File: config.mk
export PLATFORM = sky130hd
export DESIGN_NAME = cache_controller
export DESIGN_NICKNAME = d
export VERILOG_FILES = /design/src/rtl/cache_ctrl_pkg.sv /design/src/rtl/latency_counter.sv /design/src/rtl/cache_controller.sv
export SDC_FILE = /design/constraint.sdc
export NUM_CORES = 1
export LEC_CHECK = 0
export BUFFER_PORTS_ARGS = -buffer_cell sky130_fd_sc_hd__buf_2
export CORE_ASPECT_RATIO = 2
export CORE_MARGIN = 2
export CORE_UTILIZATION = 25
export DETAILED_ROUTE_END_ITERATION = 6
export GPL_TIMING_DRIVEN = 0
export HOLD_SLACK_MARGIN = 0.06
export SETUP_SLACK_MARGIN = 0.4
export SLEW_MARGIN = 20
export SYNTH_ARGS = -nofsm -noshare
export SYNTH_HDL_FRONTEND = slang
export SYNTH_SLANG_ARGS = --single-unit
File: constraint.sdc
create_clock -name clk -period 1.7 [get_ports clk]
set_input_delay 0.255 -clock clk [delete_from_list [all_inputs] [get_ports clk]]
set_output_delay 0.255 -clock clk [all_outputs]
set_load 0.02 [all_outputs]
File: src/rtl/cache_ctrl_pkg.sv
// rtl/cache_ctrl_pkg.sv - shared types and constants for the cache controller
package cache_ctrl_pkg;

    typedef enum logic [1:0] {
        IDLE      = 2'd0,
        COMPARE   = 2'd1,
        WRITEBACK = 2'd2,
        FILL      = 2'd3
    } state_t;

    localparam int MEM_LATENCY_DEF = 20;
    localparam int CNT_W           = 8;

endpackage

File: src/rtl/latency_counter.sv
// rtl/latency_counter.sv - down-counter timing one main-memory access
module latency_counter
    import cache_ctrl_pkg::*;
#(
    parameter int LOAD_VAL = MEM_LATENCY_DEF - 1
) (
    input  logic clk,
    input  logic reset,
    input  logic start,
    output logic last
);

    logic [CNT_W-1:0] count;

    always_ff @(posedge clk or negedge reset) begin
        if (!reset) begin
            count <= '0;
        end else if (start) begin
            count <= CNT_W'(LOAD_VAL);
        end else if (count != '0) begin
            count <= count - 1'b1;
        end
    end

    assign last = (count == '0);

endmodule

File: src/rtl/cache_controller.sv
// rtl/cache_controller.sv - blocking cache miss controller with write-back and fill
module cache_controller
    import cache_ctrl_pkg::*;
#(
    parameter int MEM_LATENCY = MEM_LATENCY_DEF,
    parameter int ADDR_W      = 32
) (
    input  logic              clk,
    input  logic              reset,
    input  logic              re,
    input  logic              we,
    input  logic [ADDR_W-1:0] address,
    input  logic              hit,
    input  logic              dirty,
    input  logic [ADDR_W-1:0] victim_addr,
    output logic              stall,
    output logic              done,
    output logic              cache_we,
    output logic              fill_we,
    output logic              mem_re,
    output logic              mem_we,
    output logic [ADDR_W-1:0] mem_addr,
    output logic [15:0]       hit_count,
    output logic [15:0]       miss_count
);

    state_t            state;
    logic [ADDR_W-1:0] addr_q;
    logic              op_we;
    logic              first;
    logic              last;
    logic              cnt_start;

    // The counter is reloaded on every entry into WRITEBACK or FILL
    assign cnt_start = (state == COMPARE && !hit) || (state == WRITEBACK && last);

    latency_counter #(
        .LOAD_VAL(MEM_LATENCY - 1)
    ) u_lat (
        .clk  (clk),
        .reset(reset),
        .start(cnt_start),
        .last (last)
    );

    always_ff @(posedge clk or negedge reset) begin
        if (!reset) begin
            state      <= IDLE;
            addr_q     <= '0;
            op_we      <= 1'b0;
            first      <= 1'b0;
            hit_count  <= '0;
            miss_count <= '0;
        end else begin
            case (state)
                IDLE: begin
                    if (re || we) begin
                        addr_q <= address;
                        op_we  <= we;
                        first  <= 1'b1;
                        state  <= COMPARE;
                    end
                end
                COMPARE: begin
                    first <= 1'b0;
                    // Only the first compare of a request is counted; retries are not
                    if (first) begin
                        if (hit) begin
                            if (hit_count != 16'hFFFF) hit_count <= hit_count + 16'd1;
                        end else begin
                            if (miss_count != 16'hFFFF) miss_count <= miss_count + 16'd1;
                        end
                    end
                    if (hit)        state <= IDLE;
                    else if (dirty) state <= WRITEBACK;
                    else            state <= FILL;
                end
                WRITEBACK: if (last) state <= FILL;
                FILL:      if (last) state <= COMPARE;
                default:   state <= IDLE;
            endcase
        end
    end

    always_comb begin
        stall    = (state != IDLE);
        done     = (state == COMPARE) && hit;
        cache_we = (state == COMPARE) && hit && op_we;
        fill_we  = (state == FILL) && last;
        mem_re   = (state == FILL);
        mem_we   = (state == WRITEBACK);
        mem_addr = '0;
        if (state == WRITEBACK) mem_addr = victim_addr;
        else if (state == FILL) mem_addr = {addr_q[ADDR_W-1:2], 2'b00};
    end

endmodule

==> run_results.csv <==
group,metric,value,unit
timing,rsz0062_at_grt,"true",
clocking,cts_buffers,9,
global_route,grt_pass1_vias,3599,
drt,routed.top_layer,"met4",
timing,finalHoldViolCount,0,
layout,final_area,6706,sq um
drt,wl_met3,624,microns
critical_path,ff2ff_path_depth,8,
clocking,cts_tree,"yes",
timing,fmax,508.3,MHz
clocking,max-clock-path-buffers,2,
critical_path,cp.arrival,1710,ps
power_and_ir_drop,p_leak,3.262,nW
hold_path,hp-class,"input port to flip-flop",
timing,fin_setup_tns,-11010,ps
critical_path,crit_type,"flip-flop to output port",
run_status,violations,"setup timing",
die,pin_count,140,
placed_design,hpwl,8.085,mm
run,cap_viol_max_count,0,
synth,synth_edf_count,0,
power_and_ir_drop,p_clk_frac,0.219,
global_route,track_usage,0.1533,
critical_path,critPathCapture,"mem_addr[31]",
drt,routedWlPerCell,16.69,microns
drt,first_iter_violations,69,
power_and_ir_drop,finalPower,0.01019,W
clocking,clock_latency,340,ps
layout,fin_cells,710,
layout,layout_commonest_cell,"buf_2",
layout,area_growth,85.60,%
timing,worst_slack,-267.2,ps
die,fp.coreArea,14270,sq um
die,die_h,174.0,microns
timing,maxSlewViolCount,0,
power_and_ir_drop,power.density,1520,nW/um^2
synth,syn-instance-count,316,
critical_path,startpoint,"state[0]",
critical_path,start_kind,"flip-flop",
global_route,antenna_found_initial,2,
power_and_ir_drop,power_frac_comb,0.483,
clocking,clk_pin_slew,60,ps
drt,vias_per_cell,4.651,
clocking,root_buffer,"clkbuf_16",
run_status,outcome,"finished with violations",
critical_path,cp-end-kind,"output port",
synth,netlist_area,3613,sq um
synth,ys_types,39,
critical_path,reg2reg_from,"state[1]",
layout,drive_gt1_frac,0.6996,
drt,wl_met1,4.129,mm
die,die_x,89.01,microns
timing,tightest_slew,480.9,ps
synth,synth_fp_nets,394,
synth,synth_warnings,0,
timing,max_slew_margin,0.6782,
critical_path,worstPathRequired,1440,ps
critical_path,reg2reg_to,"hit_count[1]",
drt,wirelength,11.85,mm
global_route,grt_remaining_overflow,0,
drt,drt-pass1-iter-count,4,
placed_design,place_congestion,0.7914,
critical_path,rrSetupSlack,-200,ps
power_and_ir_drop,ir_drop,0.0005241,V
drt,drc,0,
power_and_ir_drop,p_seq_frac,0.298,
clocking,cts.sinks,74,
critical_path,critPathMaxFanout,6,
placed_design,place_area,5298,sq um
placed_design,dp.cells,646,
die,start_util,0.2532,
power_and_ir_drop,internal-power,0.006750,W
drt,wl_met2,6.862,mm
synth,syn_area_per_cell,11.44,sq um
layout,final_cell_mix,"98 x buf_2, 50 x dfrtp_1, 45 x buf_6, 31 x mux2_4, 31 x buf_4",
synth,synth_seq_cells,74,
drt,ant_nets,0,
global_route,grt_max_degree,44,
die,dieArea,15490,sq um
die,rows,62,
timing,fin_crit,1967,ps
power_and_ir_drop,netSwitchingFraction,0.3378,
clocking,h-tree-depth,3,
timing,fin_crit_sh,1.157,
layout,final_nets,589,
synth,synth-main-ff-cell,"dfrtp_1",
drt,routed-via-count,3302,
power_and_ir_drop,p_sw,0.003444,W
synth,ys_async_sr_fraction,1.000,
placed_design,numPortBuffers,137,
global_route,grt_pass1_wl,18.21,mm
synth,ys_seq_area_frac,0.5125,
timing,setup_viol,59,
timing,skew,7.571,ps
-- synthesized netlist by cell type (all sizes together), types with 2 or more instances --
master  number  area (sq um)
ha           8         100.1
nor2b        3         18.77
nor3b        2         15.01
nor4         2         12.51
dfrtp       74          1852
o31ai        3         22.52
inv          7         26.28
a21oi        4         20.02
xor2         9         78.83
o21ai        4         20.01
mux2        34         382.9
a22o        30         262.8
clkbuf       9         33.78
xnor2       20         175.2
nand3       16         80.08
and4         3         26.28
mux2i        4         40.04
and2         5         33.79
buf          2         8.750
nor3         8         40.04
nand2       20         75.07
nor2        21         78.83
and3         5         31.28
nand2b       2         12.51
nand4       12         81.33
-- power by group through the flow --
stage / Combinational [W] / Clock [W] / Sequential (W)
2_1_floorplan: 0.00257 / 0 / 0.00300
4_1_cts: 0.00477 / 0.00229 / 0.00304
3_5_place_dp: 0.00349 / 0 / 0.00304
5_1_grt: 0.00524 / 0.00236 / 0.00313
3_3_place_gp: 0.00337 / 0 / 0.00301
6_report: 0.00492 / 0.00223 / 0.00304
-- critical path, stage by stage (launching register included) --
cell       delay, ps
dfrtp_2          450
ha_4             170
nor2b_4          120
buf_12           140
clkbuf_16        160
a22o_4           220
buf_6            130
-- metrics by stage --
step	hold slack [ps]	utilization	worst slack, ps
4_1_cts	134.8	0.4577	-288.5
5_1_grt	138.8	0.4697	-317.3
2_1_floorplan	-40.59	-	62.67
6_report	147.0	0.4698	-267.2
3_3_place_gp	466.7	0.3690	-326.2
3_5_place_dp	241.0	0.3711	-204.5
-- kinds of logic (layout without fill, tap and decap cells) --
logic type | count (synthesis) | count (layout) | synth area share
buffers and inverters | 18 | 218 | 0.01904
flip-flops | 74 | 74 | 0.5125
AND/OR/NAND/NOR | 104 | 104 | 0.1527
multiplexers | 38 | 38 | 0.1170
AO/OA/AOI/OAI | 45 | 45 | 0.1008
adder cells (fa/ha/maj) | 8 | 8 | 0.02770
XOR/XNOR | 29 | 29 | 0.07029
other | 0 | 2 | 0
-- registers in the layout, summed over array words and instances (netlist names) --
name,cells
op_we,1
state,2
addr_q,30
u_lat.count,8
hit_count,16
first,1
miss_count,16
-- how the worst min path moves through the flow --
stage	from	to	slack [ps]	depth (start not counted)
3_3_place_gp	op_we	op_we	470	2
2_1_floorplan	reset	addr_q[10]	-40	0
6_report	address[11]	addr_q[11]	150	2
3_5_place_dp	reset	addr_q[6]	240	1
4_1_cts	address[11]	addr_q[11]	130	2
5_1_grt	address[14]	addr_q[14]	140	2
-- layout make-up --
| type | count | area, sq um |
|---|---|---|
| Buffer | 11 | 247.7 |
| Clock inverter | 5 | 102.6 |
| Inverter | 7 | 33.78 |
| Tap cell | 192 | 240.2 |
| Fill cell | 1297 | 7567 |
| Clock buffer | 11 | 242.7 |
| Multi-Input combinational cell | 224 | 2540 |
| Antenna cell | 2 | 5.005 |
| Timing Repair Buffer | 184 | 1413 |
| Sequential cell | 74 | 1882 |
-- metal layers --
metal / vias to the layer above / track usage
li1: 1539 / -
met1: 1660 / 0.1544
met2: 89 / 0.2895
met3: 14 / 0.03846
met4: 0 / 0.05659
met5: - / 0
-- repair_timing --
item                                   in CTS  in global routing
pin swaps                                  26                 25
hold buffers                                1                  0
cloned                                      7                  0
endpoints found under the hold margin      31                  0
setup endpoints to repair                 110                113
resized for setup                         129                 25
setup buffers                              28                 10
Note: power is estimated with default switching activity, not from simulation.
